`config.mk`:
```
export PLATFORM = sky130hd
export DESIGN_NAME = noisy_tone_source
export DESIGN_NICKNAME = d
export VERILOG_FILES = /design/src/rtl/noisy_tone_source.sv
export SDC_FILE = /design/constraint.sdc
export NUM_CORES = 1
export LEC_CHECK = 0
export CAP_MARGIN = 20
export CELL_PAD_IN_SITES_DETAIL_PLACEMENT = 1
export CELL_PAD_IN_SITES_GLOBAL_PLACEMENT = 2
export CORE_ASPECT_RATIO = 0.7
export CORE_MARGIN = 10
export CORE_UTILIZATION = 24
export CTS_BUF_LIST = sky130_fd_sc_hd__clkbuf_8 sky130_fd_sc_hd__clkbuf_16
export DETAILED_ROUTE_END_ITERATION = 7
export PLACE_DENSITY_LB_ADDON = 0.05
export SLEW_MARGIN = 20
export SYNTH_ARGS = -nofsm -noshare
export SYNTH_HDL_FRONTEND = slang
export SYNTH_SLANG_ARGS = --single-unit
export TNS_END_PERCENT = 100
```
`constraint.sdc`:
```
create_clock -name clk -period 2 [get_ports clk]
set_input_delay 0.4 -clock clk [delete_from_list [all_inputs] [get_ports clk]]
set_output_delay 0.4 -clock clk [all_outputs]
set_load 0.005 [all_outputs]
```
`src/rtl/noisy_tone_source.sv`:
```
// Square-wave audio test tone with optional LFSR noise, streamed over valid/ready.
// Each accepted sample advances the tone phase and steps the noise LFSR once;
// a stalled sample is held untouched until the consumer takes it.
module noisy_tone_source #(
  parameter int unsigned HALF_PERIOD = 48,
  parameter int unsigned AMPLITUDE   = 1048576,
  parameter int unsigned NOISE_SHIFT = 4,
  parameter logic [23:0] LFSR_SEED   = 24'hACE001
) (
  input  logic        clk,
  input  logic        reset_n,
  input  logic        enable,
  input  logic        noise_en,
  input  logic        ready,
  output logic        valid,
  output logic [23:0] sample
);

  localparam int unsigned SAMPLE_W = 24;
  localparam int unsigned SUM_W    = SAMPLE_W + 1;
  localparam int unsigned PHASE_W  = (HALF_PERIOD > 1) ? $clog2(HALF_PERIOD) : 1;

  localparam logic [PHASE_W-1:0]  PHASE_LAST = PHASE_W'(HALF_PERIOD - 1);
  localparam logic [SAMPLE_W-1:0] SEED       = (LFSR_SEED == '0) ? 24'h000001 : LFSR_SEED;
  localparam logic [SAMPLE_W-1:0] SAT_POS    = 24'h7FFFFF;
  localparam logic [SAMPLE_W-1:0] SAT_NEG    = 24'h800000;

  localparam logic signed [SUM_W-1:0] TONE_POS = SUM_W'(AMPLITUDE);
  localparam logic signed [SUM_W-1:0] TONE_NEG = -TONE_POS;

  typedef enum logic {
    IDLE   = 1'b0,
    STREAM = 1'b1
  } state_t;

  state_t               state;
  state_t               state_next;
  logic                 valid_next;
  logic [SAMPLE_W-1:0]  sample_next;
  logic [PHASE_W-1:0]   phase;
  logic [PHASE_W-1:0]   phase_next;
  logic                 polarity;
  logic                 polarity_next;
  logic [SAMPLE_W-1:0]  lfsr;
  logic [SAMPLE_W-1:0]  lfsr_next;

  logic [PHASE_W-1:0]   adv_phase;
  logic                 adv_polarity;
  logic [SAMPLE_W-1:0]  adv_lfsr;

  // Fibonacci LFSR x^24+x^23+x^22+x^17+1, shifting towards the MSB.
  function automatic logic [SAMPLE_W-1:0] lfsr_step(input logic [SAMPLE_W-1:0] v);
    return {v[22:0], v[23] ^ v[22] ^ v[21] ^ v[16]};
  endfunction

  // Tone plus scaled noise, summed with one guard bit and clamped to 24-bit range.
  function automatic logic [SAMPLE_W-1:0] compose(input logic                pos,
                                                  input logic [SAMPLE_W-1:0] lf,
                                                  input logic                add_noise);
    logic signed [SUM_W-1:0] tone;
    logic signed [SUM_W-1:0] noise;
    logic signed [SUM_W-1:0] sum;
    tone  = pos ? TONE_POS : TONE_NEG;
    noise = '0;
    if (add_noise) begin
      noise = {lf[SAMPLE_W-1], lf};
      noise = noise >>> NOISE_SHIFT;
    end
    sum = tone + noise;
    if (sum[SUM_W-1] != sum[SUM_W-2]) begin
      return sum[SUM_W-1] ? SAT_NEG : SAT_POS;
    end
    return sum[SAMPLE_W-1:0];
  endfunction

  // Position, polarity and noise state that the next accepted sample would move to.
  always_comb begin
    adv_phase    = phase + PHASE_W'(1);
    adv_polarity = polarity;
    if (phase == PHASE_LAST) begin
      adv_phase    = '0;
      adv_polarity = ~polarity;
    end
    adv_lfsr = lfsr_step(lfsr);
  end

  // Next-state and next-output logic; every output is loaded into a register.
  always_comb begin
    state_next    = state;
    valid_next    = valid;
    sample_next   = sample;
    phase_next    = phase;
    polarity_next = polarity;
    lfsr_next     = lfsr;

    case (state)
      IDLE: begin
        valid_next = 1'b0;
        if (enable) begin
          sample_next = compose(1'b1, lfsr, noise_en);
          valid_next  = 1'b1;
          state_next  = STREAM;
        end
      end

      STREAM: begin
        // Without a transfer everything is frozen, including the enable decision.
        if (valid && ready) begin
          lfsr_next = adv_lfsr;
          if (enable) begin
            phase_next    = adv_phase;
            polarity_next = adv_polarity;
            sample_next   = compose(adv_polarity, adv_lfsr, noise_en);
          end else begin
            valid_next    = 1'b0;
            phase_next    = '0;
            polarity_next = 1'b1;
            state_next    = IDLE;
          end
        end
      end

      default: begin
        valid_next    = 1'b0;
        phase_next    = '0;
        polarity_next = 1'b1;
        state_next    = IDLE;
      end
    endcase
  end

  // State and output registers.
  always_ff @(posedge clk or negedge reset_n) begin
    if (!reset_n) begin
      state    <= IDLE;
      valid    <= 1'b0;
      sample   <= '0;
      phase    <= '0;
      polarity <= 1'b1;
      lfsr     <= SEED;
    end else begin
      state    <= state_next;
      valid    <= valid_next;
      sample   <= sample_next;
      phase    <= phase_next;
      polarity <= polarity_next;
      lfsr     <= lfsr_next;
    end
  end

endmodule

```
# Yosys cells after proc, flatten, opt, wreduce, memory -nomap -nowiden
# Index checks and enable logic that the tools add are counted.
dict set report totals {
  out_inout_bits 25
  input_bits 5
  register_bits 57
}
dict set report op_classes {
  n_bitwise 5
  mux 35
  n_reduce_logical 4
  addsub 3
  n_eq_ne 7
}
# op count
set ops {}
lappend ops {{$mux W24} 9}
lappend ops {{$mux W25} 8}
lappend ops {{$pmux W24 S2} 1}
lappend ops {{$add A22 B25 Y25 const A} 1}
lappend ops {{$add A25 B25 Y25} 1}
lappend ops {{$mux W1} 13}
lappend ops {{$mux W6} 2}
lappend ops {{$add A6 B1 Y6 const B} 1}
lappend ops {{$eq A6 B6 Y1 const B} 1}
lappend ops {{$ne A2 B2 Y1 const B} 3}
lappend ops {{$pmux W1 S2} 2}
lappend ops {{$reduce_and A2 Y1} 2}
lappend ops {{$reduce_and A3 Y1} 1}
lappend ops {{$xor A1 B1 Y1} 3}
lappend ops {{$ne A1 B1 Y1} 2}
lappend ops {{$ne A2 B1 Y1 const B} 1}
lappend ops {{$not A1 Y1} 2}
lappend ops {{$logic_and A1 B1 Y1} 1}

# Logic depth before layout (Yosys ltp)
dict set report logic_depth {
  ltp_word 14
  mapped_depth 5
  mapped_depth_nobuf 4
}

# Worst setup path after synthesis
# Ideal clock, no wire load.
dict set report synth_timing {
  kind {flip-flop to flip-flop}
  startpoint {register phase[0]}
  endpoint {register sample[22]}
  slack_ns 0.565
  t_required_ns 1.878
  path_buffers 0
  arrival_time_ns 1.314
  period_less_slack_ns 1.435
  path_stages_with_launch 5
  setup_ns 0.122
  cell_sequence {dfrtp_1 -> ha_1 -> nand4b_2 -> or3_1 -> a32o_1}
}
dict set report synth_via {
  elab_chain_len 13
  word_cells_on_any_way 15
  classes_between {add/sub (1); eq/ne (2); mux (12)}
}
# element line_no
set synth_rtl {}
lappend synth_rtl {{from (decl)} 40} ;# logic [PHASE_W-1:0] phase;
lappend synth_rtl {{from (signal assigned)} 145} ;# phase <= phase_next;
lappend synth_rtl {{$eq A6 B6 Y1 (*)} 80} ;# if (phase == PHASE_LAST) begin
lappend synth_rtl {{$mux W1 (*)} 80}
lappend synth_rtl {{$mux W25 (*)} 63} ;# tone = pos ? TONE_POS : TONE_NEG;
lappend synth_rtl {{$add A25 B25 Y25 (*)} 69} ;# sum = tone + noise;
lappend synth_rtl {{$ne A1 B1 Y1} 70} ;# if (sum[SUM_W-1] != sum[SUM_W-2]) begin
lappend synth_rtl {{$mux W1} 70}
lappend synth_rtl {{$mux W1} 110} ;# if (enable) begin
lappend synth_rtl {{$mux W1} 108} ;# if (valid && ready) begin
lappend synth_rtl {{$mux W1} 96} ;# case (state)
lappend synth_rtl {{$mux W24 (*)} 73} ;# return sum[SAMPLE_W-1:0];
lappend synth_rtl {{$mux W24 (*)} 110}
lappend synth_rtl {{$mux W24 (*)} 108}
lappend synth_rtl {{$pmux W24 S2 (*)} 96}
lappend synth_rtl {{to (signal assigned)} 144} ;# sample <= sample_next;
lappend synth_rtl {{to (decl)} 16} ;# output logic [23:0] sample
# Mark *: on every way between the ends. The rest lies on a longest branch, timed or not. The select of a mux whose other input is x is not followed.
# A chain may end at the register's enable or synchronous reset.

# Worst setup path in the final report
dict set report layout_timing {
  startpoint {register phase[0]}
  endpoint {register phase[5]}
}
dict set report layout_via {
  elab_chain_len 3
  word_cells_on_any_way 4
  classes_between {add/sub (1); eq/ne (1); mux (2)}
}
# element line_no
set layout_rtl {}
lappend layout_rtl {{$add A6 B1 Y6 / $eq A6 B6 Y1 (equally long branches)} {78, 80}}
lappend layout_rtl {{$mux W6 (*)} 80}
lappend layout_rtl {{$mux W6 (*)} 110}
# Mark *: on every way between the ends. The rest lies on a longest branch, timed or not.

==> reports/summary.txt <==
Worst vdd ir: 0.289 mV
CTS Buf Count: 5
Hold Buf Count CTS: 0
Worst skew pair latency: 0.30 ns
YS warnings: 0
Vias in the first global route: 1,845
Detail Route met3 WL: 204 µm
Final setup viols: 0
Root Buffer: clkbuf_16
Total gr overflow: 0
#FFs+latches synth: 55
Minimum clock period: 1.73 ns
Setup crit start kind: flop
Synthesized Nets: 209
Clock transition at path regs: 0.07 ns
R2R Setup Slk: 0.27 ns
Top routing layer in use: met4
Crit path cell chain: ha_1, nand4b_2, o21ai_0, o211ai_1
CTS tree: yes
Drc violations: 0
Largest net degree at the start of global routing: 36
Worst Slack Setup Final: 0.269 ns
Post-synthesis sequential area ratio: 0.519
WL met1: 2.62 mm
GR Util All Layers: 0.0783
Mapped Area: 2670 µm²
Design Area, Final: 3340 µm²
Max Cap Viol: 0
Vias per std cell: 4.24
Worst Path Required: 2.15 ns
Worst min path class: primary input to asynchronous set/reset pin
RSZ-0062 raised after global routing: no
Post-route antenna net violation count: 0
Reg2Reg Depth: 4
Reg area: 1390 µm²
Initial DRC Count: 63
Initial antenna violation count: 0
Area growth, synth to finish: 24.8%
Crit path max-delay cell type: o21ai_0
Critical Path Fanout Max: 7
Max-slew headroom: 0.653
Rows: 32
Post-layout util: 0.305
Global-route wire length before repair: 9.86 mm
Fmax: 578 MHz
Cell count after synthesis: 203
TNS Setup: 0 ns
Filler instances: 1,187
Multi-input gate area: 1170 µm²
Vias: 1,659
Worst reg2reg path endpoint: phase[5]
DP HPWL: 4.19 mm
Number of I/O pins: 30
CTS resizes: 0
CP arrival: 1.88 ns
First drt pass iteration count: 4
Share of post-route cells with drive strength above 1: 0.290
Fin crit share: 0.865
Die area: 15,800 µm²
Dpl cell area: 3190 µm²
Inserted Diodes: 0
Routed wire length: 5.79 mm
Final hold vios: 0
Clock sink total: 55
Worst R2R Start: phase[0]
Leak pwr: 0.00160 µW
Die width: 146 µm
Status: finished clean
Clock skew: 0.00762 ns
Max clock buf depth: 2
Initial Util: 0.245
Syn avg cell area: 13.2 µm²
Worst slack, placed: 0.0790 ns
CP peak stage delay: 0.49 ns
Critical Path End Type: flop
Worst Tran Pin Value: 0.515 ns
I/O Buffers: 29
Netlist cell types: 35
Routed wire length per instance: 14.8 µm
WL met2: 2.87 mm
# nets final: 243
Gp weighted congestion: 0.749
# Post-CTS Setup Buffers: 0
Pwr Density: 795 nW/µm²
Critical path class: flop to flop
Pins Over Slew Limit: 0
Htree depth: 2
Core region area: 10,900 µm²
Die height: 108 µm
state kept, by name, summed over array words and instances (netlist names):
register and flops:
valid 1, state 1, phase 6, sample 22
lfsr 24, polarity 1
Yosys cell counts:
cell type	count	share of area
dfrtp_1	46	0.43
nor2b_1	20	0.047
mux2_2	19	0.080
mux2i_1	19	0.071
mux2_4	17	0.096
dfstp_2	9	0.088
mux2_1	7	0.029
o21ai_0	7	0.013
inv_1	6	0.0084
nand2_1	6	0.0084
buf_4	5	0.014
buf_2	4	0.0075
nand3_1	4	0.0075
a21oi_1	3	0.0056
xnor2_1	3	0.0098
a21bo_2	2	0.0075
buf_6	2	0.0084
clkbuf_1	2	0.0028
nand2b_1	2	0.0047
nand4_1	2	0.0047
nor2_1	2	0.0028
o211ai_1	2	0.0056
or3_1	2	0.0047
a21boi_1	1	0.0028
a21o_1	1	0.0028
a32o_1	1	0.0037
ha_1	1	0.0047
nand2_2	1	0.0023
nand4_2	1	0.0047
nand4b_2	1	0.0056
o2111ai_1	1	0.0033
o31a_1	1	0.0033
o31ai_1	1	0.0028
o32ai_1	1	0.0033
or4_1	1	0.0028
area by class of cell:
| class | instances | area share |
|---|---|---|
| flip-flops and latches | 55 | 0.416 |
| clock buffers | 5 | 0.0375 |
| well taps | 153 | 0.0574 |
| multi-input cells | 129 | 0.352 |
| clock inverters | 3 | 0.00488 |
| inverters | 6 | 0.00675 |
| repair buffers | 40 | 0.125 |
metrics by stage:
step | instances | hold WS (ns) | total power (µW)
global placement | 383 | 0.400 | 1800
CTS | 391 | 0.0863 | 2730
floorplan | 203 | 0.104 | 1590
global route | 391 | 0.105 | 2820
finish | 391 | 0.0769 | 2650
detailed placement | 383 | 0.406 | 1820
worst max-delay path by stage:
stage | slack [ns] | from | end | cells after the start
finish | 0.27 | phase[0] | phase[5] | 4
global route | 0.07 | phase[0] | phase[5] | 4
CTS | 0.24 | phase[0] | phase[1] | 4
detailed placement | 0.08 | ready | phase[3] | 5
global placement | 0.12 | ready | sample[7] | 5
floorplan | 0.56 | phase[0] | sample[22] | 4
worst max-delay path, delay by kind of cell (launching register included):
kind	cells	cell delay, ns
adder cells (fa/ha/maj)	1	0.27
flip-flops	1	0.42
AND/OR/NAND/NOR	1	0.22
AO/OA/AOI/OAI	2	0.68
power breakdown:
part / leakage [µW] / switching, µW / internal (µW)
clock: 0.0000710 / 411 / 459
sequential: 0.000717 / 86.8 / 1190
combinational: 0.000811 / 240 / 267
per-layer routing:
| layer | vias up | GRT usage |
|---|---|---|
| met5 | - | 0 |
| met4 | 0 | 0.0342 |
| met3 | 8 | 0.0230 |
| met2 | 21 | 0.130 |
| met1 | 852 | 0.0940 |
| li1 | 778 | - |
cell usage in the layout, fill, tap and decap left out, drive strengths merged, types with 3 or more instances in the layout:
| master | n |
|---|---|
| o21ai | 7 |
| clkbuf | 5 |
| nand2 | 7 |
| nand3 | 4 |
| dfstp | 9 |
| nand4 | 3 |
| a21oi | 3 |
| nor2b | 20 |
| xnor2 | 3 |
| inv | 7 |
| mux2i | 19 |
| buf | 12 |
| clkdlybuf4s50 | 28 |
| dfrtp | 46 |
| mux2 | 43 |
cells by family (layout without fill, tap and decap cells):
kind of cell | count (synthesis) | count (layout) | share of synthesized area
mux | 62 | 62 | 0.276
flops | 55 | 55 | 0.519
simple gates | 42 | 42 | 0.0950
fa+ha+maj | 1 | 1 | 0.00468
xor+xnor | 3 | 3 | 0.00983
compound gates | 21 | 21 | 0.0538
buf+inv | 19 | 54 | 0.0412
Power figures use the tool's default switching activity.
